**src/rtl/hazard_pkg.sv**
```systemverilog
// Shared types and defaults for the RV32 hazard controller: forward-select
// encodings, pipeline control bundle and default register-file geometry.
package hazard_pkg;

  localparam int NUM_REGS_DEF = 32;
  localparam int RA_W_DEF     = 5;

  typedef enum logic [1:0] {
    FWD_RF = 2'b00,
    FWD_W  = 2'b01,
    FWD_M  = 2'b10
  } fwd_sel_e;

  typedef struct packed {
    logic stall_pc;
    logic stall_f;
    logic stall_d;
    logic stall_e;
    logic stall_m;
    logic flush_d;
    logic flush_e;
  } ctl_t;

endpackage

```
**src/rtl/hazard_scoreboard.sv**
```systemverilog
// Pending-write scoreboard for the multi-cycle MUL/DIV unit: one busy bit per
// architectural register plus a count of ops still in flight.
module hazard_scoreboard
  import hazard_pkg::*;
#(
  parameter int NUM_REGS  = NUM_REGS_DEF,
  parameter int RA_W      = RA_W_DEF,
  parameter int MDU_DEPTH = 2,
  localparam int OUT_W    = $clog2(MDU_DEPTH + 1)
) (
  input  logic                clk,
  input  logic                rst_n,
  input  logic                freeze,
  input  logic                issue,
  input  logic [RA_W-1:0]     issue_rd,
  input  logic                done,
  input  logic [RA_W-1:0]     done_rd,
  output logic [NUM_REGS-1:0] busy,
  output logic [OUT_W-1:0]    outstanding
);

  logic                issue_eff;
  logic                done_eff;
  logic [NUM_REGS-1:0] busy_nxt;
  logic [OUT_W-1:0]    out_nxt;

  // A frozen E stage holds the op, so it has not issued yet. A completion is
  // a real RF write and is honoured even while frozen; with nothing in
  // flight it can only be a stale op from before reset.
  assign issue_eff = issue & ~freeze;
  assign done_eff  = done & (outstanding != '0);

  // NOTE: every variable gets a full default before any conditional update,
  // so no path leaves it unassigned and no latch is inferred.
  always_comb begin
    busy_nxt = busy;
    out_nxt  = outstanding;
    if (done_eff) busy_nxt[done_rd] = 1'b0;
    if (issue_eff && issue_rd != '0) busy_nxt[issue_rd] = 1'b1;
    busy_nxt[0] = 1'b0;
    if (issue_eff && !done_eff)      out_nxt = outstanding + OUT_W'(1);
    else if (!issue_eff && done_eff) out_nxt = outstanding - OUT_W'(1);
  end

  // NOTE: the busy vector is a handful of flops, not a RAM, so it is reset
  // along with the counter; a stale busy bit would stall D forever.
  // NOTE: state registers use non-blocking assignments only, so every flop
  // samples values from before the edge regardless of block ordering.
  always_ff @(posedge clk or negedge rst_n) begin
    if (!rst_n) begin
      busy        <= '0;
      outstanding <= '0;
    end else begin
      busy        <= busy_nxt;
      outstanding <= out_nxt;
    end
  end

  ast_no_overflow: assert property (@(posedge clk) disable iff (!rst_n)
    !(issue_eff && !done_eff && outstanding == OUT_W'(MDU_DEPTH)));

endmodule

```
**src/rtl/hazard_unit_sb.sv**
```systemverilog
// Five-stage RV32 hazard controller: forwarding selects, stall/flush priority
// (memory freeze > branch flush > data hazards) and saturating perf counters.
module hazard_unit_sb
  import hazard_pkg::*;
#(
  parameter int FWD_EN    = 1,
  parameter int NUM_REGS  = NUM_REGS_DEF,
  parameter int RA_W      = RA_W_DEF,
  parameter int MDU_DEPTH = 2,
  parameter int CNT_W     = 32
) (
  input  logic                clk,
  input  logic                rst_n,
  input  logic [RA_W-1:0]     rs1_d,
  input  logic [RA_W-1:0]     rs2_d,
  input  logic [RA_W-1:0]     rd_d,
  input  logic                reg_write_d,
  input  logic                mdu_op_d,
  input  logic [RA_W-1:0]     rs1_e,
  input  logic [RA_W-1:0]     rs2_e,
  input  logic [RA_W-1:0]     rd_e,
  input  logic                is_load_e,
  input  logic                pc_src_e,
  input  logic                mdu_issue_e,
  input  logic [RA_W-1:0]     rd_m,
  input  logic [RA_W-1:0]     rd_w,
  input  logic                reg_write_m,
  input  logic                reg_write_w,
  input  logic                mem_req_m,
  input  logic                mem_ready,
  input  logic                mdu_done,
  input  logic [RA_W-1:0]     mdu_done_rd,
  input  logic                cnt_clr,
  output logic [1:0]          forward_a_e,
  output logic [1:0]          forward_b_e,
  output logic                stall_pc,
  output logic                stall_f,
  output logic                stall_d,
  output logic                stall_e,
  output logic                stall_m,
  output logic                flush_d,
  output logic                flush_e,
  output logic [NUM_REGS-1:0] sb_busy,
  output logic [CNT_W-1:0]    stall_cnt,
  output logic [CNT_W-1:0]    flush_cnt
);

  localparam int OUT_W = $clog2(MDU_DEPTH + 1);

  logic [OUT_W-1:0] outstanding;
  fwd_sel_e         fwd_a;
  fwd_sel_e         fwd_b;
  ctl_t             ctl;
  logic             freeze;
  logic             lu;
  logic             raw0;
  logic             sbh;
  logic             st;
  logic             br_flush;

  hazard_scoreboard #(
    .NUM_REGS  (NUM_REGS),
    .RA_W      (RA_W),
    .MDU_DEPTH (MDU_DEPTH)
  ) u_scoreboard (
    .clk         (clk),
    .rst_n       (rst_n),
    .freeze      (freeze),
    .issue       (mdu_issue_e),
    .issue_rd    (rd_e),
    .done        (mdu_done),
    .done_rd     (mdu_done_rd),
    .busy        (sb_busy),
    .outstanding (outstanding)
  );

  function automatic fwd_sel_e fwd_pick(input logic [RA_W-1:0] rs,
                                        input logic [RA_W-1:0] rdm, input logic wm,
                                        input logic [RA_W-1:0] rdw, input logic ww);
    fwd_sel_e sel;
    sel = FWD_RF;
    if (FWD_EN != 0 && rs != '0) begin
      if (wm && rs == rdm)      sel = FWD_M;
      else if (ww && rs == rdw) sel = FWD_W;
    end
    return sel;
  endfunction

  // Without forwarding, E carries no write-enable here, so any E destination
  // match is treated as a pending write.
  function automatic logic raw_hit(input logic [RA_W-1:0] rs);
    return (rs != '0) &&
           ((rs == rd_e) || (reg_write_m && rs == rd_m) || (reg_write_w && rs == rd_w));
  endfunction

  assign fwd_a       = fwd_pick(rs1_e, rd_m, reg_write_m, rd_w, reg_write_w);
  assign fwd_b       = fwd_pick(rs2_e, rd_m, reg_write_m, rd_w, reg_write_w);
  assign forward_a_e = fwd_a;
  assign forward_b_e = fwd_b;

  assign freeze = mem_req_m & ~mem_ready;
  assign lu     = is_load_e && (rd_e != '0) && ((rs1_d == rd_e) || (rs2_d == rd_e));
  assign raw0   = (FWD_EN == 0) ? (raw_hit(rs1_d) | raw_hit(rs2_d)) : 1'b0;
  assign sbh    = sb_busy[rs1_d] | sb_busy[rs2_d] | (reg_write_d & sb_busy[rd_d]);
  assign st     = mdu_op_d && ((int'(outstanding) + int'(mdu_issue_e)) >= MDU_DEPTH);

  always_comb begin
    ctl = '0;
    if (freeze) begin
      ctl.stall_pc = 1'b1;
      ctl.stall_f  = 1'b1;
      ctl.stall_d  = 1'b1;
      ctl.stall_e  = 1'b1;
      ctl.stall_m  = 1'b1;
    end else if (pc_src_e) begin
      // The stalled D instruction is on the wrong path and gets flushed anyway.
      ctl.flush_d = 1'b1;
      ctl.flush_e = 1'b1;
    end else if (lu || raw0 || sbh || st) begin
      ctl.stall_pc = 1'b1;
      ctl.stall_f  = 1'b1;
      ctl.stall_d  = 1'b1;
      ctl.flush_e  = 1'b1;
    end
  end

  assign stall_pc = ctl.stall_pc;
  assign stall_f  = ctl.stall_f;
  assign stall_d  = ctl.stall_d;
  assign stall_e  = ctl.stall_e;
  assign stall_m  = ctl.stall_m;
  assign flush_d  = ctl.flush_d;
  assign flush_e  = ctl.flush_e;
  assign br_flush = ~freeze & pc_src_e;

  always_ff @(posedge clk or negedge rst_n) begin
    if (!rst_n) begin
      stall_cnt <= '0;
      flush_cnt <= '0;
    end else if (cnt_clr) begin
      stall_cnt <= '0;
      flush_cnt <= '0;
    end else begin
      if (ctl.stall_d && stall_cnt != '1) stall_cnt <= stall_cnt + CNT_W'(1);
      if (br_flush && flush_cnt != '1)    flush_cnt <= flush_cnt + CNT_W'(1);
    end
  end

endmodule

```
**config.mk**
```make
export PLATFORM = sky130hd
export DESIGN_NAME = hazard_unit_sb
export DESIGN_NICKNAME = d
export VERILOG_FILES = /design/src/rtl/hazard_pkg.sv /design/src/rtl/hazard_scoreboard.sv /design/src/rtl/hazard_unit_sb.sv
export SDC_FILE = /design/constraint.sdc
export NUM_CORES = 1
export LEC_CHECK = 0
export ABC_AREA = 1
export BUFFER_PORTS_ARGS = -buffer_cell sky130_fd_sc_hd__buf_2
export CAP_MARGIN = 25
export CORE_AREA = 2 2 124 126
export CTS_CLUSTER_DIAMETER = 80
export DETAILED_ROUTE_END_ITERATION = 7
export DIE_AREA = 0 0 126 128
export PLACE_DENSITY_LB_ADDON = 0.15
export SETUP_SLACK_MARGIN = 0.4
export SLEW_MARGIN = 5
export SYNTH_ARGS = -nofsm -noshare
export SYNTH_HDL_FRONTEND = slang
export SYNTH_SLANG_ARGS = --single-unit
```
**constraint.sdc**
```tcl
create_clock -name clk -period 3.3 [get_ports clk]
set_input_delay 0.66 -clock clk [delete_from_list [all_inputs] [get_ports clk]]
set_output_delay 0.66 -clock clk [all_outputs]
set_load 0.01 [all_outputs]
```
==> impl_metrics.tcl <==
set metrics [dict create \
    min_period_ps 2734 \
    io_pins 165 \
    crit_path_start_kind "input pin" \
    combPwrFrac_pct 27.8 \
    drc 0 \
    gp_congestion 0.9682 \
    timing.reg2reg.worst_path_depth 11 \
    p_clk_share_pct 29.7 \
    cts_max_path_buffers 2 \
    io_buffers 163 \
    ys_seq_elements 97 \
    synth_nets 1119 \
    timing.rr.end "stall_cnt[13]$_DFFE_PN0P_" \
    drt_iter0_drc 681 \
    via_count 7767 \
    cts_buffers 9 \
    post-route-period-util_pct 82.86 \
    fin_setup_tns_ps 0 \
    dieArea_mm2 0.01613 \
    root_buffer "clkbuf_16" \
    critPathMaxFanout 11 \
    intPower_mw 2.174 \
    cap_violations 0 \
    synthesis.area_mm2 0.007061 \
    core.rowCount 45 \
    clk_latency_ps 350 \
    p_total_mw 3.464 \
    seqCellArea_mm2 0.002427 \
    slew_violations 0 \
    dpl.hpwl_um 16630 \
    drive_gt1_share_pct 17.47 \
    vias_per_cell 5.564 \
    synth-seq-area-share_pct 34.38 \
    tightest_slew_ps 880.7 \
    antenna_cells 0 \
    nets 1264 \
    fill_cells 1554 \
    antenna_found_initial 0 \
    cts_tree "built" \
    reg2reg_from "stall_cnt[0]$_DFFE_PN0P_" \
    cp_common_cell "nand3_1" \
    async_reset_ff_share_pct 100.0 \
    ff2ff_setup_slack_ps 750 \
    synth_cell_types 43 \
    ant_nets 0 \
    slew-limit-headroom_pct 41.29 \
    status "finished clean" \
    synth_edf_count 0 \
    cts-htree-levels 3 \
    syn_inst 1058 \
    synth_ff_type "dfrtp_1" \
    clk_pin_slew_ps 80 \
    p_sw_mw 1.289 \
    rsz0062_at_grt "false" \
    fmax_ghz 0.3657 \
    hold_path.class "in2async" \
    path_cells "buf_2, inv_1, o211ai_1, nand3_1, nand3_1, nand3_1, nand2_1, nand2_1, o21bai_1, nand2_2, buf_2" \
    hold_violations 0 \
    grt_pass1_vias 7137 \
    clock_sinks 97 \
    finClkSkew_ps 9.403 \
    crit_required_ps 2640 \
    yosys_warnings 0 \
    end_kind "output pin" \
    wl_um 22250 \
    start_util_pct 47.50 \
    syn2layout_area_growth_pct 18.11 \
    die_y_um 128 \
    cellLeakagePower_nw 4.373 \
    core_mm2 0.01486 \
    arrival_ps 2070 \
    critPathMaxStageDelay_ps 220 \
    power_density_mw_per_mm2 415.4 \
    p_sw_share_pct 37.22 \
    slowest_stage "buf_2" \
    multi_input_comb_area_mm2 0.003799 \
    drtPass1Iterations 5 \
    track_usage_pct 27.50 \
    max-vdd-ir-drop_uv 237.6 \
    setup_viol 0 \
    critPathKind "in2out" \
    grt_first_pass_wirelength_um 36200 \
    avgSynthCellArea_um2 6.673 \
    seqPwrFrac_pct 42.5 \
    grt_overflow 0 \
    grt_max_degree 70 \
    die_w_um 126 \
    wl_per_cell_um 15.94 \
]
[how the worst max path moves through the flow]
stage             start                  endpoint
5_1_grt         rd_d[0]                   stall_d
3_5_place_dp   rs1_d[0]  stall_cnt[0]$_DFFE_PN0P_
6_report       rs1_d[1]                  stall_pc
3_3_place_gp   rs1_d[0]                   flush_e
4_1_cts        rs2_d[0]                   flush_e
2_1_floorplan   rd_d[0]                   stall_f
[logic make-up (layout without fill, tap and decap cells)]
group           after synthesis  count (layout)  share of synthesized area, %
xor+xnor                     42              42                         5.210
flops                        97              97                         34.38
compound gates              143             143                         11.59
simple gates                565             565                         36.31
fa+ha+maj                     3               3                        0.5317
buf+inv                     207             357                         11.93
other cells                   1               1                       0.05311
[repair_timing]
item	CTS	global route
resized for setup	2	14
pin swaps	0	1
buffers inserted	0	4
endpoints found under the setup margin	1	4
hold buffers	0	0
hold endpoints to repair	0	0
[stage by stage]
stage               setup slack (ps)  utilization [%]  hold slack, ps  cells  cell area [µm²]
global route                   404.8            56.10           498.8   1396             8339
floorplan                      518.1                -           364.4   1058             7061
finish                         565.8            56.10           409.3   1396             8339
detailed placement             359.9            53.63           505.4   1376             7971
global placement               356.9            53.63           501.9   1376             7971
CTS                            404.4            55.61           459.9   1392             8265
[routing by layer]
layer	global-route usage (%)	wire length, µm
met4	9.244	601
met1	39.30	10030
met3	4.090	1568
met5	0	0
met2	42.95	10050
[cells in the mapped netlist, types with 2 or more instances]
master | number | area share [%]
a211oi_1 | 6 | 0.64
a21oi_1 | 25 | 1.8
a221oi_1 | 3 | 0.37
a2bb2oi_1 | 3 | 0.37
buf_2 | 22 | 1.6
buf_4 | 4 | 0.43
buf_6 | 3 | 0.48
clkbuf_1 | 12 | 0.64
clkinv_1 | 2 | 0.11
dfrtp_1 | 97 | 34
ha_1 | 3 | 0.53
inv_1 | 162 | 8.6
nand2_1 | 239 | 13
nand3_1 | 151 | 11
nand3_2 | 2 | 0.28
nand4_1 | 47 | 4.2
nor2_1 | 74 | 3.9
nor3_1 | 32 | 2.3
nor3_4 | 2 | 0.46
nor4_1 | 9 | 0.80
nor4_2 | 2 | 0.35
o211ai_1 | 8 | 0.85
o21a_1 | 3 | 0.32
o21ai_0 | 76 | 5.4
o21ai_1 | 2 | 0.14
o22ai_1 | 8 | 0.71
o31ai_1 | 4 | 0.43
or2_2 | 2 | 0.18
xnor2_1 | 11 | 1.4
xor2_1 | 31 | 3.8
[final cells by class]
class / count / area share (%)
timing repair buffer: 176 / 11.42
inverter: 165 / 7.652
clock inverter: 7 / 0.7502
clock buffer: 9 / 2.701
multi-input combinational: 754 / 45.55
tap: 188 / 2.821
sequential: 97 / 29.11
[power groups by stage]
| stage | clock, mW | sequential (mW) | combinational (mW) |
|---|---|---|---|
| after floorplan | 0 | 1.49 | 0.521 |
| after global placement | 0 | 1.49 | 0.934 |
| after detailed placement | 0 | 1.49 | 0.939 |
| after CTS | 1.05 | 1.47 | 0.945 |
| after global routing | 1.11 | 1.49 | 1.08 |
| final | 1.03 | 1.47 | 0.963 |
[cell usage in the layout (no fill, tap or decap), drive strengths merged]
cell      synthesis  routed
xnor2            11      11
o21ai            78      78
conb              1       1
clkinvlp          0       6
ha                3       3
a211oi            6       6
o32ai             1       1
and3              1       1
nand3b            1       1
clkbuf           12      10
o2111ai           1       1
clkinv            2       2
xor2             31      31
o22ai             8       8
dfrtp            97      97
buf              30     175
o21a              3       3
inv             163     164
a21oi            25      25
a221oi            3       3
a31oi             1       1
or2               2       2
nand2           240     240
nor3             34      34
a2bb2oi           3       3
nand3           153     153
nand4            47      47
nor2             75      75
o31ai             4       4
nor4             11      11
o211ai            8       8
and2              1       1
o221a             1       1
o21bai            1       1
[flip-flops by register name, summed over array words and instances (netlist names)]
name                      count
flush_cnt                    32
stall_cnt                    32
u_scoreboard.busy            31
u_scoreboard.outstanding      2
[worst max-delay path: cells and delay by family]
kind                   cells  cell delay (ps)
AOI/OAI and AO/OA          2              300
buffers and inverters      3              570
and+or+nand+nor            6              520
No activity file was read; power rests on OpenSTA's default activity.
